===== src/rtl/dpmem_stream_fifo_if.sv =====
// Stream and dual-port memory signals for dpmem_stream_fifo.
// master = the FIFO controller; slave = the producer/consumer/memory side.
interface dpmem_stream_fifo_if #(
  parameter int addrW = 8,
  parameter int dataW = 16
);
  logic             in_valid;
  logic             in_ready;
  logic [dataW-1:0] in_data;
  logic             out_valid;
  logic             out_ready;
  logic [dataW-1:0] out_data;
  logic             EnA;
  logic             wEnA;
  logic [addrW-1:0] addrA;
  logic [dataW-1:0] dInA;
  logic             EnB;
  logic             wEnB;
  logic [addrW-1:0] addrB;
  logic [dataW-1:0] dOutB;
  logic             collision;

  modport master (
    input  in_valid, in_data, out_ready, dOutB, collision,
    output in_ready, out_valid, out_data, EnA, wEnA, addrA, dInA, EnB, wEnB, addrB
  );

  modport slave (
    output in_valid, in_data, out_ready, dOutB, collision,
    input  in_ready, out_valid, out_data, EnA, wEnA, addrA, dInA, EnB, wEnB, addrB
  );
endinterface


===== src/rtl/dpmem_stream_fifo.sv =====
// Stream FIFO over a dual-port memory: pushes write port A, port B reads refill a
// 2-entry registered output buffer (push-to-out_valid latency 3 cycles).
module dpmem_stream_fifo #(
  parameter int addrW = 8,
  parameter int dataW = 16
) (
  input  logic                clk,
  input  logic                rst_n,
  dpmem_stream_fifo_if.master bus,
  output logic [addrW:0]      count,
  output logic                full,
  output logic                empty,
  output logic                err
);
  localparam logic [addrW:0] depth  = {1'b1, {addrW{1'b0}}};
  localparam logic [addrW:0] ptrOne = {{addrW{1'b0}}, 1'b1};

  logic [addrW:0]   wrPtr;
  logic [addrW:0]   rdPtr;
  logic [addrW:0]   cnt;
  logic             inflight;
  logic [1:0]       bufCnt;
  logic [dataW-1:0] buf0;
  logic [dataW-1:0] buf1;
  logic             errQ;
  logic             push;
  logic             pop;
  logic             issue;
  logic [1:0]       occAfterPop;

  assign full  = (cnt == depth);
  assign empty = (cnt == '0);
  assign count = cnt;
  assign err   = errQ;

  assign bus.in_ready = !full && rst_n;
  assign push         = bus.in_valid && bus.in_ready;
  assign pop          = bus.out_valid && bus.out_ready;

  // Words committed to the buffer once the pending read lands; at most 2 ever fit.
  assign occAfterPop = bufCnt + {1'b0, inflight} - {1'b0, pop};
  assign issue       = rst_n && !empty && (occAfterPop < 2'd2);

  assign bus.EnA   = push;
  assign bus.wEnA  = push;
  assign bus.addrA = wrPtr[addrW-1:0];
  assign bus.dInA  = push ? bus.in_data : '0;
  assign bus.EnB   = issue;
  assign bus.wEnB  = 1'b0;
  assign bus.addrB = rdPtr[addrW-1:0];

  assign bus.out_valid = (bufCnt != 2'd0);
  assign bus.out_data  = buf0;

  always_ff @(posedge clk or negedge rst_n) begin
    if (!rst_n) begin
      wrPtr    <= '0;
      rdPtr    <= '0;
      cnt      <= '0;
      inflight <= 1'b0;
      errQ     <= 1'b0;
    end else begin
      if (push)
        wrPtr <= wrPtr + ptrOne;
      if (issue)
        rdPtr <= rdPtr + ptrOne;
      if (push && !issue)
        cnt <= cnt + ptrOne;
      else if (issue && !push)
        cnt <= cnt - ptrOne;
      inflight <= issue;
      // Same-address access cannot happen by construction, so any report is fatal.
      if (bus.collision)
        errQ <= 1'b1;
    end
  end

  always_ff @(posedge clk or negedge rst_n) begin
    if (!rst_n) begin
      bufCnt <= 2'd0;
      buf0   <= '0;
      buf1   <= '0;
    end else begin
      case ({inflight, pop})
        2'b11: begin
          if (bufCnt == 2'd2) begin
            buf0 <= buf1;
            buf1 <= bus.dOutB;
          end else begin
            buf0 <= bus.dOutB;
          end
        end
        2'b10: begin
          if (bufCnt == 2'd0)
            buf0 <= bus.dOutB;
          else
            buf1 <= bus.dOutB;
          bufCnt <= bufCnt + 2'd1;
        end
        2'b01: begin
          buf0   <= buf1;
          bufCnt <= bufCnt - 2'd1;
        end
        default: begin
        end
      endcase
    end
  end
endmodule


===== src/flat_wrapper.sv =====
// flat-port wrapper written by rule: the top's interface ports become plain ports
module dpmem_stream_fifo_flat 
#(
  parameter int addrW = 8,
  parameter int dataW = 16
)
  (clk, rst_n, count, full, empty, err, bus_in_valid, bus_in_data, bus_out_ready, bus_dOutB, bus_collision, bus_in_ready, bus_out_valid, bus_out_data, bus_EnA, bus_wEnA, bus_addrA, bus_dInA, bus_EnB, bus_wEnB, bus_addrB);
  dpmem_stream_fifo_if #(.addrW(addrW), .dataW(dataW)) bus_i ();
  input  logic clk;
  input  logic rst_n;
  output logic [addrW:0] count;
  output logic full;
  output logic empty;
  output logic err;
  input wire logic [$bits(bus_i.in_valid)-1:0] bus_in_valid;
  input wire logic [$bits(bus_i.in_data)-1:0] bus_in_data;
  input wire logic [$bits(bus_i.out_ready)-1:0] bus_out_ready;
  input wire logic [$bits(bus_i.dOutB)-1:0] bus_dOutB;
  input wire logic [$bits(bus_i.collision)-1:0] bus_collision;
  output wire logic [$bits(bus_i.in_ready)-1:0] bus_in_ready;
  output wire logic [$bits(bus_i.out_valid)-1:0] bus_out_valid;
  output wire logic [$bits(bus_i.out_data)-1:0] bus_out_data;
  output wire logic [$bits(bus_i.EnA)-1:0] bus_EnA;
  output wire logic [$bits(bus_i.wEnA)-1:0] bus_wEnA;
  output wire logic [$bits(bus_i.addrA)-1:0] bus_addrA;
  output wire logic [$bits(bus_i.dInA)-1:0] bus_dInA;
  output wire logic [$bits(bus_i.EnB)-1:0] bus_EnB;
  output wire logic [$bits(bus_i.wEnB)-1:0] bus_wEnB;
  output wire logic [$bits(bus_i.addrB)-1:0] bus_addrB;
  assign bus_i.in_valid = bus_in_valid;
  assign bus_i.in_data = bus_in_data;
  assign bus_i.out_ready = bus_out_ready;
  assign bus_i.dOutB = bus_dOutB;
  assign bus_i.collision = bus_collision;
  assign bus_in_ready = bus_i.in_ready;
  assign bus_out_valid = bus_i.out_valid;
  assign bus_out_data = bus_i.out_data;
  assign bus_EnA = bus_i.EnA;
  assign bus_wEnA = bus_i.wEnA;
  assign bus_addrA = bus_i.addrA;
  assign bus_dInA = bus_i.dInA;
  assign bus_EnB = bus_i.EnB;
  assign bus_wEnB = bus_i.wEnB;
  assign bus_addrB = bus_i.addrB;
  dpmem_stream_fifo #(.addrW(addrW), .dataW(dataW)) u_core (.clk(clk), .rst_n(rst_n), .bus(bus_i), .count(count), .full(full), .empty(empty), .err(err));
endmodule

===== config.mk =====
export PLATFORM = sky130hd
export DESIGN_NAME = dpmem_stream_fifo_flat
export DESIGN_NICKNAME = d
export VERILOG_FILES = /design/src/rtl/dpmem_stream_fifo_if.sv /design/src/rtl/dpmem_stream_fifo.sv /design/src/flat_wrapper.sv
export SDC_FILE = /design/constraint.sdc
export NUM_CORES = 1
export LEC_CHECK = 0
export CAP_MARGIN = 15
export CORE_ASPECT_RATIO = 1.2
export CORE_MARGIN = 4
export CORE_UTILIZATION = 51
export DETAILED_ROUTE_END_ITERATION = 8
export PLACE_DENSITY = 0.95
export SETUP_SLACK_MARGIN = 0.05
export SKIP_LAST_GASP = 1
export SLEW_MARGIN = 20
export SYNTH_ARGS = -nofsm -noshare
export SYNTH_HDL_FRONTEND = slang
export SYNTH_SLANG_ARGS = --single-unit

===== constraint.sdc =====
create_clock -name clk -period 8.05 [get_ports clk]
set_input_delay 1.2075 -clock clk [delete_from_list [all_inputs] [get_ports clk]]
set_output_delay 1.2075 -clock clk [all_outputs]
set_load 0.03 [all_outputs]

Yosys cells after proc, flatten, opt, wreduce, memory -nomap -nowiden
Index checks and enable logic that the tools add are counted.
Widths: inputs -> output; s select.

storage, ports and cells
  bits in registers = 63
  bits of input ports = 37
  output and inout port bits = 66
  logic and storage cells = 55

operators by class
  eq/ne operators = 8
  multiplexer cells = 10
  $add $sub $neg = 8
  $lt $le $gt $ge = 1
  reductions and logical operators = 20

operators with widths
  kind                 number
  $mux 16              5
  $pmux 16 s3          1
  $pmux 16 s2          1
  $add 9x1->9 const B  3
  $mux 9               2
  $eq 9x9->1 const B   1
  $logic_not 9->1      1
  $sub 9x1->9 const B  1
  $reduce_bool 2->1    4
  $logic_and 1x1->1    7
  $eq 2x2->1 const B   3
  $logic_not 1->1      4
  $ne 2x1->1 const B   2
  $pmux 2 s2           1
  $reduce_and 3->1     1
  $reduce_bool 3->1    1
  $add 2x1->2          1
  $add 2x1->2 const B  1
  $eq 2x1->1 const B   1
  $logic_not 2->1      1
  $lt 2x2->1 const B   1
  $ne 2x2->1 const B   1
  $reduce_and 2->1     1
  $sub 2x1->2          1
  $sub 2x1->2 const B  1

Depth between registers and ports, before layout
Gate-level depths: netlist of the first run.

  depth in word-level cells = 8
  depth in mapped cells = 16
  gate-level depth less buffers = 14

Least setup slack after synthesis of the first run
Ideal clock, no wire load.

  path kind = input to register
  from = in bus_out_ready
  to = reg u_core.cnt[8] (netlist: u_core.count[8])
  stages on the path = 15
  arrival time = 4.456 ns
  library setup time = 0.110 ns
  setup slack = 3.484 ns
  data required time = 7.940 ns
  buffers on the path = 1
  path through = o21ai_0 ha_1 buf_2 xnor2_1 nand2_1 a311oi_4 inv_1 ha_1 inv_1 ha_1 nor2b_1 o31a_1 o211ai_1 a21oi_1 o41ai_1

on the way
  longest elaborated chain between the ends = 7
  elaborated cells on any way between the ends = 9
  those cells by class = add/sub (1); order compare (1); mux (1); reduce/logical (6)

RTL lines
  item                                                line                     text
  start, declared                                     flat_wrapper.sv:17       input wire logic [$bits(bus_i.out_ready)-1:0] bus_out_ready;
  $logic_and 1x1->1 *                                 dpmem_stream_fifo.sv:38  assign pop = bus.out_valid && bus.out_ready;
  $sub 2x1->2 *                                       dpmem_stream_fifo.sv:41  assign occAfterPop = bufCnt + {1'b0, inflight} - {1'b0, pop};
  $lt 2x2->1 *                                        dpmem_stream_fifo.sv:42  assign issue = rst_n && !empty && (occAfterPop < 2'd2);
  $logic_and 1x1->1 *                                 dpmem_stream_fifo.sv:42
  net bus_EnB                                         flat_wrapper.sv:27       output wire logic [$bits(bus_i.EnB)-1:0] bus_EnB;
  $logic_not 1->1                                     dpmem_stream_fifo.sv:67  if (push && !issue)
  $logic_and 1x1->1                                   dpmem_stream_fifo.sv:67
  $mux 9 / $reduce_bool 2->1 (equally long branches)  --
  end signal, assigned                                dpmem_stream_fifo.sv:68  cnt <= cnt + ptrOne;
  end signal, assigned                                dpmem_stream_fifo.sv:70  cnt <= cnt - ptrOne;
  end, declared                                       dpmem_stream_fifo.sv:20  logic [addrW:0] cnt;

The timed path passes the listed nets; every way through them passes the cells marked *.
A chain may end at the register's enable or synchronous reset.

Final worst setup path of the first run
  from = in bus_out_ready
  to = out bus_EnB

on the way
  longest elaborated chain between the ends = 4

RTL lines
  item               line
  $logic_and 1x1->1  dpmem_stream_fifo.sv:38
  $sub 2x1->2        dpmem_stream_fifo.sv:41
  $lt 2x2->1         dpmem_stream_fifo.sv:42
  $logic_and 1x1->1  dpmem_stream_fifo.sv:42
  end, declared      flat_wrapper.sv:27

No other way between the ends.

==> results of run 1 <==
==> cells in the mapped netlist, types with 2 or more instances <==
| master | instances | area [um2] |
|---|---|---|
| a311oi_1 | 15 | 131 |
| buf_4 | 3 | 22.5 |
| o21a_1 | 3 | 22.5 |
| xor2_1 | 7 | 61.3 |
| nand2b_1 | 2 | 12.5 |
| nor2_2 | 2 | 12.5 |
| a21o_1 | 17 | 128 |
| o21ai_0 | 9 | 45.0 |
| and2_1 | 20 | 125 |
| a21oi_1 | 8 | 40.0 |
| nor2_1 | 4 | 15.0 |
| inv_1 | 10 | 37.5 |
| nor3_1 | 2 | 10.0 |
| o211ai_1 | 5 | 37.5 |
| a31oi_1 | 2 | 12.5 |
| dfrtp_1 | 61 | 1530 |
| clkbuf_1 | 8 | 30.0 |
| and3_1 | 4 | 25.0 |
| o31a_1 | 2 | 17.5 |
| nand4_1 | 5 | 31.3 |
| nand3_1 | 3 | 15.0 |
| nor2b_1 | 3 | 18.8 |
| or2_2 | 2 | 12.5 |
| a221oi_1 | 15 | 131 |
| ha_1 | 11 | 138 |
| buf_2 | 7 | 35.0 |
| nor4_1 | 2 | 12.5 |
| mux2_1 | 10 | 113 |
| nand2_1 | 48 | 180 |
| or3_1 | 2 | 12.5 |
| xnor2_1 | 17 | 149 |
| mux2_2 | 9 | 101 |
| buf_1 | 2 | 7.51 |
| o31ai_1 | 2 | 15.0 |
==> worst max-delay path, delay by kind of cell <==
family                   cells  cell delay (ns)
adder cells (fa/ha/maj)      1             0.80
XOR/XNOR                     1             0.19
AND/OR/NAND/NOR              1             0.11
buffers and inverters        2             1.32
AO/OA/AOI/OAI                2             0.71
==> final timing paths <==
path	from	to	slack [ns]
setup / recovery	bus_out_ready	bus_EnB	2.50
hold / removal	u_core.bus.out_data[14]	u_core.bus.out_data[14]	0.48
setup reg to reg	u_core.bufCnt[0]	u_core.count[8]	3.44
hold reg to reg	u_core.bus.out_data[14]	u_core.bus.out_data[14]	0.48
max in group asynchronous	rst_n	u_core.count[6]	6.48
min in group asynchronous	rst_n	u_core.buf1[14]	1.06
==> stage by stage <==
step | hold WS, ns | util (%) | std cells | power (mW) | setup WS [ns]
final | 0.477 | 71.5 | 518 | 2.06 | 2.50
after global routing | 0.486 | 71.5 | 518 | 2.20 | 2.35
after CTS | 0.482 | 71.5 | 518 | 2.06 | 2.20
after detailed placement | 0.466 | 68.6 | 502 | 1.78 | 1.99
after global placement | 0.457 | 68.6 | 502 | 1.73 | 2.28
after floorplan | 0.465 | - | 334 | 1.41 | 3.48
==> cells by family after synthesis <==
group / after synthesis / synth area share, %
and+or+nand+nor: 100 / 14.4
DFF: 61 / 44.7
AOI/OAI and AO/OA: 85 / 19.2
adders and majority gates: 12 / 4.62
other: 1 / 0.110
muxes: 20 / 6.56
xor gates and xnor gates: 24 / 6.16
buffers and inverters: 31 / 4.21
==> sequential cells by signal, summed over array words and instances, names as in the netlist <==
signal and flops:
u_core.buf1 16, u_core.bus.out_data 16, u_core.count 9, u_core.rdPtr 8
u_core.wrPtr 8, u_core.bufCnt 2, u_core.err 1, u_core.inflight 1
==> area by class of cell <==
cell class / count / area, um2 / share of cell area [%]
inverter: 10 / 37.5 / 0.809
multi-input combinational: 242 / 1750 / 37.7
tap: 85 / 106 / 2.29
clock buffer: 9 / 124 / 2.67
timing repair buffer: 104 / 1030 / 22.2
sequential: 61 / 1530 / 32.9
clock inverter: 7 / 66.3 / 1.43
==> where the power goes <==
group          leakage, nW  internal, mW  switching, mW  total [mW]
clock               0.0987         0.141          0.129       0.270
combinational         1.15         0.522          0.682        1.20
sequential           0.745         0.454          0.133       0.586
==> routing by layer <==
| metal | up-vias | global-route usage (%) | part of all wire, % |
|---|---|---|---|
| met2 | 98 | 38.2 | 51 |
| met1 | 1482 | 27.8 | 40 |
| met5 | - | 0 | 0 |
| met4 | 0 | 9.06 | 2.1 |
| li1 | 1401 | - | - |
| met3 | 17 | 5.94 | 6.2 |
==> key figures, run 1 <==
Run status
  – Status: finished clean

Clocking
  – Cts hold-fix bufs: 0
  – Post-CTS Resized: 0
  – CTS Buffer Depth: 2
  – TritonCTS clock tree: built
  – CTS buffer count: 9
  – H-tree Lvls: 3
  – CTS root buf: clkbuf_8
  – Worst-skew pair later-pin latency: 0.34 ns
  – Clk sinks: 61
  – Clk slew on worst S/H paths: 0.07 ns
  – Post-CTS Setup Bufs: 0

Timing
  – Fin. Hold Viols: 0
  – Least-Margin Pin Slew: 0.835 ns
  – Setup violations, final: 0
  – Tcrit/Tclk final: 68.9%
  – Rel. slew slack: 44.3%
  – Max-slew violation count: 0
  – Final Skew: 0.0132 ns
  – Minimum clock period: 5.55 ns
  – Setup repair after global routing missed its margin: no
  – F_max: 0.180 GHz
  – TNS Setup: 0 ns

Placed design
  – Post-DP Area: 4450 um2
  – Hpwl dp: 6170 um
  – Routability cong.: 0.917
  – Port bufs: 101

Cells and area
  – FILL cells: 506
  – Layout cells sized above 1: 8.31%
  – Total Nets Final: 477
  – Synth-to-layout area growth: 35.9%
  – Diodes inserted: 0
  – Commonest non-fill, non-tap cells in the layout: 100 x clkdlybuf4s50_1, 61 x dfrtp_1, 48 x nand2_1
  – Most common cell after layout, fill and taps aside: clkdlybuf4s50_1
  – Post-route cell area: 4640 um2

Synthesis
  – Ys async rst share: 100%
  – Sequential share of the synthesized area: 44.7%
  – Yosys Warn Count: 0
  – Avg Cell Area, Syn: 10.2 um2
  – Post-synth top flop: dfrtp_1
  – Synth unique cells: 46
  – Number of flops mapped to enable cells by yosys: 0
  – Syn Nets: 383
  – FF+latch count, synth: 61
  – Mapped cell area: 3410 um2
  – Mapped Cells: 334

Job
  – Maxcap violations: 0

Floorplan
  – Die Height: 97.6 um
  – Initial core utilization: 52.6%
  – Die Wd: 82.7 um
  – Io pins: 103
  – Die Area: 8070 um2
  – Site row count: 32
  – Core outline area: 6490 um2

Critical path
  – CP max-delay cell: ha_2
  – Critical path peak fanout: 38
  – Reg2reg path depth: 14
  – Worst EP arrival: 4.34 ns
  – CP required: 6.84 ns
  – Setup CP Type: in -> out
  – Max stage delay on crit path: 0.80 ns
  – CP Launch Type: primary input
  – Critical-path cell list: clkdlybuf4s50_1 -> o21ai_0 -> ha_2 -> xnor2_1 -> nand2_1 -> a311oi_4 -> clkdlybuf4s50_1
  – Top cell by count, worst path: clkdlybuf4s50_1
  – Worst Setup End Kind: output port

Detailed routing
  – Routed wire length per instance: 17.0 um
  – Routed Antenna Nets: 0
  – Routed vias: 2,998
  – Number of DRC markers in iteration 0: 223
  – DRC errors left: 0
  – Final WL: 8810 um
  – Vias per inst: 5.79
  – Drt pass-1 iters: 4

Global route
  – Largest net degree at the start of global routing: 64
  – Vias in the first global route: 2,955
  – Gr ovfl total: 0
  – Initial antenna violation count: 0
  – Total track usage: 23.0%
  – First-pass GRT wire length: 14,500 um

Min path
  – Hold Crit Class: reg -> reg
  – Cells on Worst Hold Path: 1

Pwr
  – Peak supply drop: 282 uV
  – Lkg Pwr: 1.99 nW
  – Power per cell area: 444 nW/um2
(Power assumes the default switching activity.)
==> run 2, diff against run 1 <==
- CORE_UTILIZATION: 51 -> 43
- PLACE_DENSITY: 0.95 -> 0.87
- clock period: 8.05 -> 4.5 ns (I/O delays scaled with it)
==> key figures, run 2 (synthesis gave the netlist of run 1 again) <==
Run status
  – Status: finished clean

Global route
  – Largest net degree at the start of global routing: 55
  – Total track usage: 18.5%
  – Gr ovfl total: 0
  – Vias in the first global route: 3,031
  – First-pass GRT wire length: 13,800 um
  – Initial antenna violation count: 0

Critical path
  – CP Launch Type: primary input
  – CP required: 4.71 ns
  – Top cell by count, worst path: ha_1
  – Worst EP arrival: 4.32 ns
  – Max stage delay on crit path: 0.56 ns
  – Reg2reg path depth: 14
  – Critical path peak fanout: 8
  – Setup CP Type: in -> reg
  – Worst Setup End Kind: flip-flop
  – CP max-delay cell: clkdlybuf4s50_1
  – Critical-path cell list: clkdlybuf4s50_1 -> o21ai_0 -> ha_1 -> nor2b_1 -> o31ai_1 -> a311oi_4 -> inv_1 -> ha_1 -> inv_2 -> ha_1 -> nor2b_1 -> o31a_1 -> o211ai_1 -> a21oi_1 -> o41ai_1

Timing
  – TNS Setup: 0 ns
  – F_max: 0.243 GHz
  – Hold slack: 0.201 ns
  – Setup violations, final: 0
  – Max-slew violation count: 0
  – Final Skew: 0.00661 ns
  – Fin. Hold Viols: 0
  – Rel. slew slack: 42.4%
  – Final worst slack: 0.391 ns
  – Minimum clock period: 4.11 ns
  – Tcrit/Tclk final: 91.3%
  – Setup repair after global routing missed its margin: no
  – Least-Margin Pin Slew: 0.864 ns

Pwr
  – Sw Pwr: 1.66 mW
  – Lkg Pwr: 2.02 nW
  – Power Internal: 2.04 mW
  – Overall power: 3.70 mW
  – Clock power share: 13.4%
  – Sequential power share: 28.4%
  – Peak supply drop: 472 uV
  – Switching Fraction: 44.8%
  – Power per cell area: 789 nW/um2
  – Comb pwr share: 58.2%

Floorplan
  – Die Area: 9440 um2
  – Site row count: 35
  – Initial core utilization: 44.3%
  – Io pins: 103
  – Core outline area: 7710 um2
  – Die Wd: 89.3 um
  – Die Height: 106 um

Detailed routing
  – DRC errors left: 0
  – Vias per inst: 5.74
  – Routed Antenna Nets: 0
  – Drt pass-1 iters: 4
  – Number of DRC markers in iteration 0: 156
  – Routed wire length per instance: 15.9 um
  – Routed vias: 3,026
  – Final WL: 8400 um

Clocking
  – Clk slew on worst S/H paths: 0.07 ns
  – Clk sinks: 61
  – CTS Buffer Depth: 2
  – CTS root buf: clkbuf_8
  – TritonCTS clock tree: built
  – Cts hold-fix bufs: 0
  – H-tree Lvls: 3
  – CTS buffer count: 9
  – Worst-skew pair later-pin latency: 0.34 ns

Placed design
  – Port bufs: 101
  – Routability cong.: 0.851
  – Post-DP Area: 4480 um2
  – Pre-CTS WS: 0.0421 ns
  – Hpwl dp: 5980 um
  – Placed Cells: 512

Cells and area
  – Post-route cell area: 4680 um2
  – Layout cells sized above 1: 8.97%
  – Most common cell after layout, fill and taps aside: clkdlybuf4s50_1
  – Layout Cells excl Fill: 527
  – Diodes inserted: 0
  – Final core occ: 60.7%
  – Synth-to-layout area growth: 37.1%
  – Commonest non-fill, non-tap cells in the layout: 99 x clkdlybuf4s50_1, 61 x dfrtp_1, 48 x nand2_1
  – FILL cells: 645
  – Total Nets Final: 480

Job
  – Maxcap violations: 0

Min path
  – Hold Crit Class: in -> async
-- run 2: cell count changes in the layout (fill, tap and decap cells not counted), sizes merged --
cell,before,now
clkdlybuf4s50,100,99
buf,4,8
clkbuf,9,11
clkinv,5,2
-- run 2: area by class of cell --
cell class	instances	area [um2]	area share [%]
flip-flops and latches	61	1530	32.6
clock buffers	11	151	3.23
well taps	92	115	2.46
multi-input cells	242	1760	37.5
repair buffers	107	1050	22.4
clock inverters	4	47.5	1.02
inverters	10	37.5	0.802
-- run 2: path summary, 6_finish.rpt --
kind                                   from               end  slack, ns
setup / recovery              bus_out_ready   u_core.count[8]       0.39
hold / removal                        rst_n  u_core.bufCnt[1]       0.20
setup reg to reg           u_core.bufCnt[0]   u_core.count[8]       0.69
hold reg to reg                  u_core.err        u_core.err       0.47
max in group asynchronous             rst_n   u_core.wrPtr[0]       3.34
min in group clk                 u_core.err        u_core.err       0.47
-- run 2: routing by layer --
layer  global-route usage, %  wire length, um  up-vias  part of all wire [%]
li1                        -                -     1397                     -
met4                    6.28               84        0                   1.0
met1                    21.7             3380     1481                    40
met5                       0                0        -                     0
met2                    30.2             4150      139                    49
met3                    7.35              777        9                   9.3
-- run 2: worst max-delay path: cells and delay by family --
kind	cells	cell delay [ns]
adders and majority gates	3	1.06
and+or+nand+nor	2	0.24
AOI/OAI and AO/OA	7	1.55
buffers and inverters	3	0.79
-- run 2: power groups by stage --
| stage | sequential [mW] | combinational, mW | clock [mW] |
|---|---|---|---|
| 6_report | 1.05 | 2.15 | 0.496 |
| 2_1_floorplan | 1.31 | 1.22 | 0 |
| 3_3_place_gp | 1.03 | 2.08 | 0 |
| 5_1_grt | 1.08 | 2.34 | 0.535 |
| 3_5_place_dp | 1.05 | 2.15 | 0 |
| 4_1_cts | 1.05 | 2.16 | 0.513 |
-- run 2: timing repair --
item                       4_1_cts  5_1_grt
gates resized for setup          0        1
setup buffers                    0        0
setup endpoints to repair        0        1
